**config.mk**
```make
export PLATFORM = sky130hd
export DESIGN_NAME = seg_scan_ctrl
export DESIGN_NICKNAME = d
export VERILOG_FILES = /design/src/rtl/seg_pkg.sv /design/src/rtl/seg7_decode.sv /design/src/rtl/seg_scan_ctrl.sv
export SDC_FILE = /design/constraint.sdc
export NUM_CORES = 1
export LEC_CHECK = 0
export CORE_MARGIN = 1.5
export CORE_UTILIZATION = 49
export DETAILED_ROUTE_END_ITERATION = 6
export PLACE_DENSITY = 0.78
export SETUP_SLACK_MARGIN = 0.15
export SYNTH_ARGS = -nofsm -noshare
export SYNTH_HDL_FRONTEND = slang
export SYNTH_SLANG_ARGS = --single-unit
```
**constraint.sdc**
```tcl
create_clock -name clk -period 2.4 [get_ports clk]
set_clock_uncertainty 0.2 [all_clocks]
set_input_delay 0.48 -clock clk [delete_from_list [all_inputs] [get_ports clk]]
set_output_delay 0.48 -clock clk [all_outputs]
set_load 0.01 [all_outputs]
```
**src/rtl/seg_pkg.sv**
```systemverilog
// Shared types and constants for the multiplexed 7-segment display controller.
package seg_pkg;

  // Scan sequencer states: all anodes off (dead time) or one digit lit.
  typedef enum logic {
    BLANK = 1'b0,
    SHOW  = 1'b1
  } state_e;

  // Segment bus order is {g,f,e,d,c,b,a}, active-low (0 = lit).
  localparam logic [6:0] SEG_OFF = 7'h7F;

  localparam logic [6:0] SEG_0 = 7'b1000000;
  localparam logic [6:0] SEG_1 = 7'b1111001;
  localparam logic [6:0] SEG_2 = 7'b0100100;
  localparam logic [6:0] SEG_3 = 7'b0110000;
  localparam logic [6:0] SEG_4 = 7'b0011001;
  localparam logic [6:0] SEG_5 = 7'b0010010;
  localparam logic [6:0] SEG_6 = 7'b0000010;
  localparam logic [6:0] SEG_7 = 7'b1111000;
  localparam logic [6:0] SEG_8 = 7'b0000000;
  localparam logic [6:0] SEG_9 = 7'b0010000;
  localparam logic [6:0] SEG_A = 7'b0001000;
  localparam logic [6:0] SEG_B = 7'b0000011;
  localparam logic [6:0] SEG_C = 7'b1000110;
  localparam logic [6:0] SEG_D = 7'b0100001;
  localparam logic [6:0] SEG_E = 7'b0000110;
  localparam logic [6:0] SEG_F = 7'b0001110;

endpackage

```
**src/rtl/seg7_decode.sv**
```systemverilog
// Combinational hex nibble to active-low 7-segment pattern.
module seg7_decode
  import seg_pkg::*;
(
  input  logic [3:0] nibble_i,
  output logic [6:0] seg_o
);

  // Table lookup of the glyph for the selected nibble.
  always_comb begin
    // NOTE: default assigned first so every path drives seg_o; no latch can be inferred.
    seg_o = SEG_OFF;
    case (nibble_i)
      4'h0: seg_o = SEG_0;
      4'h1: seg_o = SEG_1;
      4'h2: seg_o = SEG_2;
      4'h3: seg_o = SEG_3;
      4'h4: seg_o = SEG_4;
      4'h5: seg_o = SEG_5;
      4'h6: seg_o = SEG_6;
      4'h7: seg_o = SEG_7;
      4'h8: seg_o = SEG_8;
      4'h9: seg_o = SEG_9;
      4'hA: seg_o = SEG_A;
      4'hB: seg_o = SEG_B;
      4'hC: seg_o = SEG_C;
      4'hD: seg_o = SEG_D;
      4'hE: seg_o = SEG_E;
      4'hF: seg_o = SEG_F;
      default: seg_o = SEG_OFF;
    endcase
  end

endmodule

```
**src/rtl/seg_scan_ctrl.sv**
```systemverilog
// Scans NUM_DIGITS nibbles onto one shared decoder with dead-time blanking,
// leading-zero suppression, per-digit blanking and tear-free frame swaps.
module seg_scan_ctrl
  import seg_pkg::*;
#(
  parameter int NUM_DIGITS = 4,
  parameter int TICK_DIV   = 50000,
  parameter int DEAD_CYC   = 8
) (
  input  logic                    clk,
  input  logic                    rst_n,
  input  logic [4*NUM_DIGITS-1:0] value,
  input  logic                    load,
  input  logic                    lz_en,
  input  logic [NUM_DIGITS-1:0]   blank,
  input  logic [NUM_DIGITS-1:0]   dp_in,
  output logic [NUM_DIGITS-1:0]   an,
  output logic [6:0]              seg,
  output logic                    dp,
  output logic                    frame_done
);

  localparam int CNT_MAX = (TICK_DIV > DEAD_CYC) ? TICK_DIV : DEAD_CYC;
  localparam int CNT_W   = $clog2(CNT_MAX);
  localparam int IDX_W   = $clog2(NUM_DIGITS);

  localparam logic [CNT_W-1:0] DEAD_LAST = CNT_W'(DEAD_CYC - 1);
  localparam logic [CNT_W-1:0] TICK_LAST = CNT_W'(TICK_DIV - 1);
  localparam logic [IDX_W-1:0] IDX_LAST  = IDX_W'(NUM_DIGITS - 1);

  state_e                  state_q, state_d;
  logic [CNT_W-1:0]        cnt_q, cnt_d;
  logic [IDX_W-1:0]        idx_q, idx_d;
  logic [NUM_DIGITS-1:0]   an_q, an_d;
  logic [6:0]              seg_q, seg_d;
  logic                    dp_q, dp_d;
  logic                    frame_done_q, frame_done_d;
  logic [4*NUM_DIGITS-1:0] disp_q, disp_d;
  logic [4*NUM_DIGITS-1:0] pending_q, pending_d;
  logic                    pend_v_q, pend_v_d;

  logic [3:0]              cur_nib;
  logic [6:0]              cur_seg;
  logic [NUM_DIGITS-1:0]   lz_mask;
  logic                    zero_run;
  logic                    digit_off;

  // Shared decoder fed by the nibble of the digit about to be lit.
  assign cur_nib = disp_q[4*idx_q +: 4];

  seg7_decode u_dec (
    .nibble_i (cur_nib),
    .seg_o    (cur_seg)
  );

  // Leading-zero mask: digit i is suppressed while every nibble from the top down to i is zero.
  always_comb begin
    lz_mask  = '0;
    // NOTE: blocking assignments here are intentional; zero_run carries a value down the loop.
    zero_run = lz_en;
    for (int i = NUM_DIGITS - 1; i > 0; i--) begin
      zero_run   = zero_run & (disp_q[4*i +: 4] == 4'h0);
      lz_mask[i] = zero_run;
    end
  end

  assign digit_off = blank[idx_q] | lz_mask[idx_q];

  // Next-state, scan position, registered outputs and display buffer updates.
  always_comb begin
    state_d      = state_q;
    cnt_d        = cnt_q + 1'b1;
    idx_d        = idx_q;
    an_d         = an_q;
    seg_d        = seg_q;
    dp_d         = dp_q;
    frame_done_d = 1'b0;
    disp_d       = disp_q;
    pending_d    = pending_q;
    pend_v_d     = pend_v_q;

    unique case (state_q)
      BLANK: begin
        if (cnt_q == DEAD_LAST) begin
          state_d = SHOW;
          cnt_d   = '0;
          if (!digit_off) begin
            an_d        = '1;
            an_d[idx_q] = 1'b0;
            seg_d       = cur_seg;
            dp_d        = ~dp_in[idx_q];
          end
        end
      end
      SHOW: begin
        if (cnt_q == TICK_LAST) begin
          state_d = BLANK;
          cnt_d   = '0;
          an_d    = '1;
          seg_d   = SEG_OFF;
          dp_d    = 1'b1;
          idx_d   = (idx_q == IDX_LAST) ? '0 : idx_q + 1'b1;
          // Frame boundary: swap in the pending value so no frame mixes old and new digits.
          if (idx_q == IDX_LAST) begin
            frame_done_d = 1'b1;
            if (pend_v_q) begin
              disp_d   = pending_q;
              pend_v_d = 1'b0;
            end
          end
        end
      end
      default: state_d = BLANK;
    endcase

    // A load on the swap edge wins over clearing pend_v: the new value waits for the next frame.
    if (load) begin
      pending_d = value;
      pend_v_d  = 1'b1;
    end
  end

  // State and output registers with synchronous active-low reset.
  always_ff @(posedge clk) begin
    // NOTE: sequential state uses non-blocking assignments so every flop samples pre-edge values.
    if (!rst_n) begin
      state_q      <= BLANK;
      cnt_q        <= '0;
      idx_q        <= '0;
      an_q         <= '1;
      seg_q        <= SEG_OFF;
      dp_q         <= 1'b1;
      frame_done_q <= 1'b0;
      disp_q       <= '0;
      pending_q    <= '0;
      pend_v_q     <= 1'b0;
    end else begin
      state_q      <= state_d;
      cnt_q        <= cnt_d;
      idx_q        <= idx_d;
      an_q         <= an_d;
      seg_q        <= seg_d;
      dp_q         <= dp_d;
      frame_done_q <= frame_done_d;
      disp_q       <= disp_d;
      pending_q    <= pending_d;
      pend_v_q     <= pend_v_d;
    end
  end

  assign an         = an_q;
  assign seg        = seg_q;
  assign dp         = dp_q;
  assign frame_done = frame_done_q;

endmodule

```
==> metrics, run 1 <==
hold_sp=cnt_q[0]; CP startpoint kind=flip-flop; Met1 Wirelength=3.14 mm; Worst Setup End Kind=flip-flop; most common cell in the netlist=dfxtp_1; clk_lat worst skew=0.35 ns; Required @ worst endpoint=2.44 ns; final hold violation count=0; LEAKAGE=1.40 nW; DRT Wirelength=6.72 mm; H-tree levels=3; ratio of cells with drive above 1 in the final layout=0.143; max cap viols=0; total power=2.08 mW; metal2 WL=3.14 mm; Top FF cell, synth=dfxtp_1; Synth top area share=0.433; clk buf depth=2; Slew HR=0.503; setup_tns=0 ns; r2r startpoint=cnt_q[10]; Worst R2R End=seg[0]; min cycle time layout=2.19 ns; CTS tree=built; cell area after synthesis=0.00301 mm²; Synth area leaders=dfxtp_1, mux2i_1, nor2_1, nand2_1, ha_1; library cells used by synthesis=43; Period Utilization, post-route=0.912; Mapped Nets=377; routability cong.=0.803; Syn Area/Cell=8.89 µm²; Pre-antenna DRT Iters=4; Synth top cells by count=dfxtp_1, nor2_1, nand2_1; Worst Tran Pin Value=0.739 ns; fin nets=433; Worst Hold End=cnt_q[0]; Setup-failing EPs final=0; top layer in use=met4; Power Density=542 mW/mm²; async set or reset register ratio after synthesis=0; RSZ-0062 raised after global routing=yes; GRT Overall Usage=0.208; die height=81.3 µm; Vias/cell=5.45; Synth Warn #=0; Hold WC Path Type=flip-flop to flip-flop; vias in the first global route=2372; row count=28; DRC Markers=0; iteration-0 DRC count of the detailed router=182; CTS clk-pin slew, worst paths=0.08 ns; Post-synth EDFFs=0; register area share after synthesis=0.433; outcome=completed; Die Area=0.00661 mm²; Crit Path Class=flip-flop to flip-flop; input/output buffers=40; hold path cells=1; flops & latches, synth=65; Ports=41; Post-DRT Antenna Nets=0; cell depth of the worst flop-to-flop path=5; Area Growth Syn to Fin=27.9%; DPL Wire Length=4.39 mm; via count=2581; critical path data arrival time=2.23 ns; Core ar.=0.00592 mm²; Crit-path slowest cell=or4_4; final slew viol count=0; slowest cell delay on critical path=0.52 ns; n_diodes=0; Post-CTS Hold Fix Bufs=0; initial antenna violation count=0; maximum clock frequency=0.457 GHz; clk root buf=clkbuf_8; Initial Utilization=0.508; grt total ovfl=0; CTS Sinks=65; leading area contributor after synthesis=dfxtp_1; wire length on met3=308 µm; Max VDD drop=333 µV; critical path cell sequence=or4_4 > and4b_2 > a22oi_1 > nor3_2 > mux2_2; r2r setup slk=0.21 ns; crit-path max FO=3; Horiz. Die Dim=81.3 µm; TritonCTS Buffers=9; Synth Instances=338; largest net degree at the start of global routing=48; first-pass GRT wire length=10.5 mm; WL per Instance=14.2 µm
==> sequential cells by signal, indices dropped and copies added (netlist names) <==
signal      count
cnt_q          16
disp_q         16
pending_q      16
seg             7
an              4
idx_q           2
dp              1
frame_done      1
pend_v_q        1
state_q         1
==> timing repair <==
action,4_1_cts,5_1_grt
endpoints found under the setup margin,3,27
setup buffers,2,5
pin swaps,1,3
cloned,0,1
gates resized for setup,1,14
==> cell type report <==
class                      instances  area, µm²
inverter                          14       52.6
clock inverter                     6       42.5
timing repair buffer              61        566
clock buffer                      10        138
sequential                        65       1310
tap                               75       93.8
fill                             478       2080
multi-input combinational        243       1650
==> routing by layer <==
layer / GRT usage / up-vias
li1: - / 1293
met1: 0.253 / 1216
met2: 0.340 / 59
met3: 0.0506 / 13
met4: 0.105 / 0
met5: 0 / -
==> worst max-delay path, delay by kind of cell (launching register included) <==
family	cells	cell delay, ns
compound gates	1	0.12
simple gates	3	1.06
mux	1	0.36
flops	1	0.34
==> per-stage QoR <==
stage,area [µm²],std cells,setup WS [ns],utilization,hold WS (ns)
finish,3840,474,0.210,0.649,0.251
global route,3840,474,0.0809,0.649,0.279
CTS,3720,468,0.150,0.629,0.251
detailed placement,3530,450,0.0362,0.596,0.241
global placement,3530,450,0.0412,0.596,0.229
floorplan,3010,338,0.162,-,0.218
==> cells in the final DEF, fill, tap and decap left out, types with 2 or more instances in the layout <==
master | netlist | layout
a21oi_1 | 23 | 22
nor3_1 | 7 | 6
nand4_1 | 3 | 3
nand2b_1 | 5 | 5
mux2i_1 | 24 | 24
and3_1 | 4 | 4
o21ai_0 | 6 | 6
a31oi_1 | 4 | 4
nor4_1 | 6 | 6
and4_1 | 2 | 2
a311oi_1 | 6 | 5
clkbuf_8 | 0 | 10
clkdlybuf4s50_1 | 0 | 40
ha_2 | 0 | 2
clkinvlp_4 | 0 | 2
xnor2_1 | 10 | 10
nor2b_1 | 2 | 2
a211oi_1 | 2 | 2
nor3_2 | 1 | 2
nand2_1 | 41 | 41
mux4_2 | 5 | 5
inv_2 | 0 | 2
buf_4 | 2 | 19
clkinv_2 | 0 | 2
buf_6 | 0 | 2
inv_1 | 14 | 12
a221oi_1 | 3 | 3
dfxtp_1 | 65 | 64
nand3_1 | 12 | 12
ha_1 | 11 | 8
nor2_1 | 46 | 45
xor2_1 | 4 | 4
==> cells by family (layout without fill, tap and decap cells) <==
group                    count (synthesis)  count (layout)  share of synthesized area
flip-flops                              65              65                      0.433
buffers and inverters                   31              91                     0.0433
multiplexers                            30              31                      0.121
AO/OA/AOI/OAI                           52              52                      0.109
AND/OR/NAND/NOR                        135             135                      0.207
XOR/XNOR                                14              14                     0.0408
adder cells (fa/ha/maj)                 11              11                     0.0458
==> worst max path at each step <==
stage / cells after the start / to / start / slack, ns
3_3_place_gp: 6 / dp / blank[0] / 0.04
6_report: 5 / seg[0] / cnt_q[10] / 0.21
5_1_grt: 7 / seg[3] / idx_q[0] / 0.08
2_1_floorplan: 7 / seg[0] / idx_q[0] / 0.16
3_5_place_dp: 6 / dp / blank[0] / 0.04
4_1_cts: 5 / dp / cnt_q[10] / 0.15
==> where the power goes <==
group / total [mW] / internal (mW) / leakage, nW / switching (mW)
Combinational: 0.129 / 0.0733 / 0.783 / 0.0556
Clock: 0.843 / 0.404 / 0.0887 / 0.440
Sequential: 1.11 / 1.10 / 0.529 / 0.0132
No activity file was read; power rests on OpenSTA's default activity.
==> inputs of run 2 (changes only) <==
- SKIP_LAST_GASP: default -> 1
- TNS_END_PERCENT: default -> 50
==> run 2 against run 1 <==
Compared with the run above: sequential cell count is the same; sequential share of layout area grew 0.31 points; critical path depth is the same; cell count shrank 0.63%; clock power is essentially flat; count of clock-buffer cells in the layout is the same; non-clock buffer count shrank 3; first-iteration DRC count shrank 16%; routed wire length shrank 1.9%; core utilization shrank 0.59 points; global-route usage is essentially flat; sequential power is essentially flat; critical endpoint unchanged; highest routed layer unchanged.
==> metrics, run 2 (synthesis results as in run 1) <==
Initial Utilization=0.508; Worst Setup End Kind=flip-flop; Fin Hold WS=0.251 ns; clk buf depth=2; slowest cell delay on critical path=0.52 ns; Post-DRT Antenna Nets=0; RSZ-0062 raised after global routing=yes; Vias/cell=5.47; Hold WC Path Type=flip-flop to flip-flop; Slew HR=0.520; outcome=completed; Crit-path slowest cell=or4_4; GRT Overall Usage=0.208; vias in the first global route=2367; setup_tns=0 ns; final hold violation count=0; Horiz. Die Dim=81.3 µm; cell depth of the worst flop-to-flop path=5; row count=28; most frequent cells in the layout=dfxtp_1, nor2_1, nand2_1, clkdlybuf4s50_1, mux2i_1; initial antenna violation count=0; hold_sp=cnt_q[0]; CTS Sinks=65; DRT Wirelength=6.59 mm; Setup-failing EPs final=0; CP startpoint kind=flip-flop; Fill cells=486; fin nets=430; Ports=41; Max VDD drop=333 µV; H-tree levels=3; hold path cells=1; ratio of cells with drive above 1 in the final layout=0.134; CTS tree=built; Worst Tran Pin Value=0.713 ns; clk root buf=clkbuf_8; final slew viol count=0; Die Area=0.00661 mm²; via count=2576; Required @ worst endpoint=2.44 ns; maximum clock frequency=0.456 GHz; iteration-0 DRC count of the detailed router=152; min cycle time layout=2.19 ns; first-pass GRT wire length=10.5 mm; WL per Instance=14.0 µm; r2r startpoint=cnt_q[10]; input/output buffers=40; max cap viols=0; grt total ovfl=0; routability cong.=0.803; Bufs and invs on worst path=0; clk_lat worst skew=0.35 ns; largest net degree at the start of global routing=48; Crit Path Class=flip-flop to flip-flop; die height=81.3 µm; Pre-antenna DRT Iters=4; TritonCTS Buffers=9; Power Density=548 mW/mm²; CTS clk-pin slew, worst paths=0.08 ns; CP startpoint=cnt_q[10]; DRC Markers=0; commonest non-fill, non-tap cell in the layout=dfxtp_1; Core ar.=0.00592 mm²; LEAKAGE=1.38 nW; r2r setup slk=0.21 ns; critical path data arrival time=2.24 ns; Crit path max-delay family=simple AND/OR/NAND/NOR gates; crit-path max FO=3; DPL Wire Length=4.39 mm; Period Utilization, post-route=0.914; Worst R2R End=seg[0]; Worst Hold End=cnt_q[0]; n_diodes=0; Largest regs=cnt_q x16, disp_q x16, pending_q x16; critical path cell sequence=or4_4 > and4b_2 > a22oi_1 > nor3_2 > mux2_2; Area Growth Syn to Fin=26.7%
[run 2: how the worst max path moves through the flow]
stage,cells after the start,endpoint,slack [ns]
2_1_floorplan,7,seg[0],0.16
3_3_place_gp,6,dp,0.04
3_5_place_dp,6,dp,0.04
4_1_cts,7,seg[1],0.12
5_1_grt,7,seg[1],0.13
6_report,5,seg[0],0.21
[run 2: what timing repair did]
action	in CTS	in global routing
gates cloned	0	1
buffers inserted	1	3
hold buffers	0	0
pin swaps	0	2
resized for setup	0	13
endpoints found under the setup margin	3	27
[run 2: final cells by class]
type / count / area, µm² / area share
tap: 75 / 93.8 / 0.0246
clock inverter: 6 / 42.5 / 0.0112
clock buffer: 10 / 138 / 0.0361
timing repair buffer: 58 / 543 / 0.143
inverter: 14 / 52.6 / 0.0138
sequential: 65 / 1310 / 0.343
multi-input combinational: 243 / 1630 / 0.429
[run 2: power breakdown]
group / total [mW] / switching [mW] / internal (mW)
Clock: 0.844 / 0.441 / 0.404
Combinational: 0.128 / 0.0552 / 0.0732
Sequential: 1.11 / 0.0132 / 1.10
Total: 2.09 / 0.509 / 1.58
[run 2: stage by stage]
step	setup WS, ns	power (mW)	utilization	std cells	area, µm²
after floorplan	0.162	1.20	-	338	3010
after global placement	0.0412	1.26	0.596	450	3530
after detailed placement	0.0362	1.27	0.596	450	3530
after CTS	0.118	2.11	0.628	467	3720
after global routing	0.133	2.17	0.643	471	3810
final	0.206	2.09	0.643	471	3810
[run 2: routing by layer]
layer  vias to the layer above  wire length, µm  global-route usage
met2                        76             3010               0.340
met1                      1194             3060               0.252
met5                         -                0                   0
li1                       1288                -                   -
met3                        18              368              0.0506
met4                         0              151               0.105
[run 2: worst reg2reg max path: stages (launching register included)]
cell and delay (ns):
dfxtp_1 0.34, or4_4 0.52, and4b_2 0.31, a22oi_1 0.12
nor3_2 0.23, mux2_2 0.37
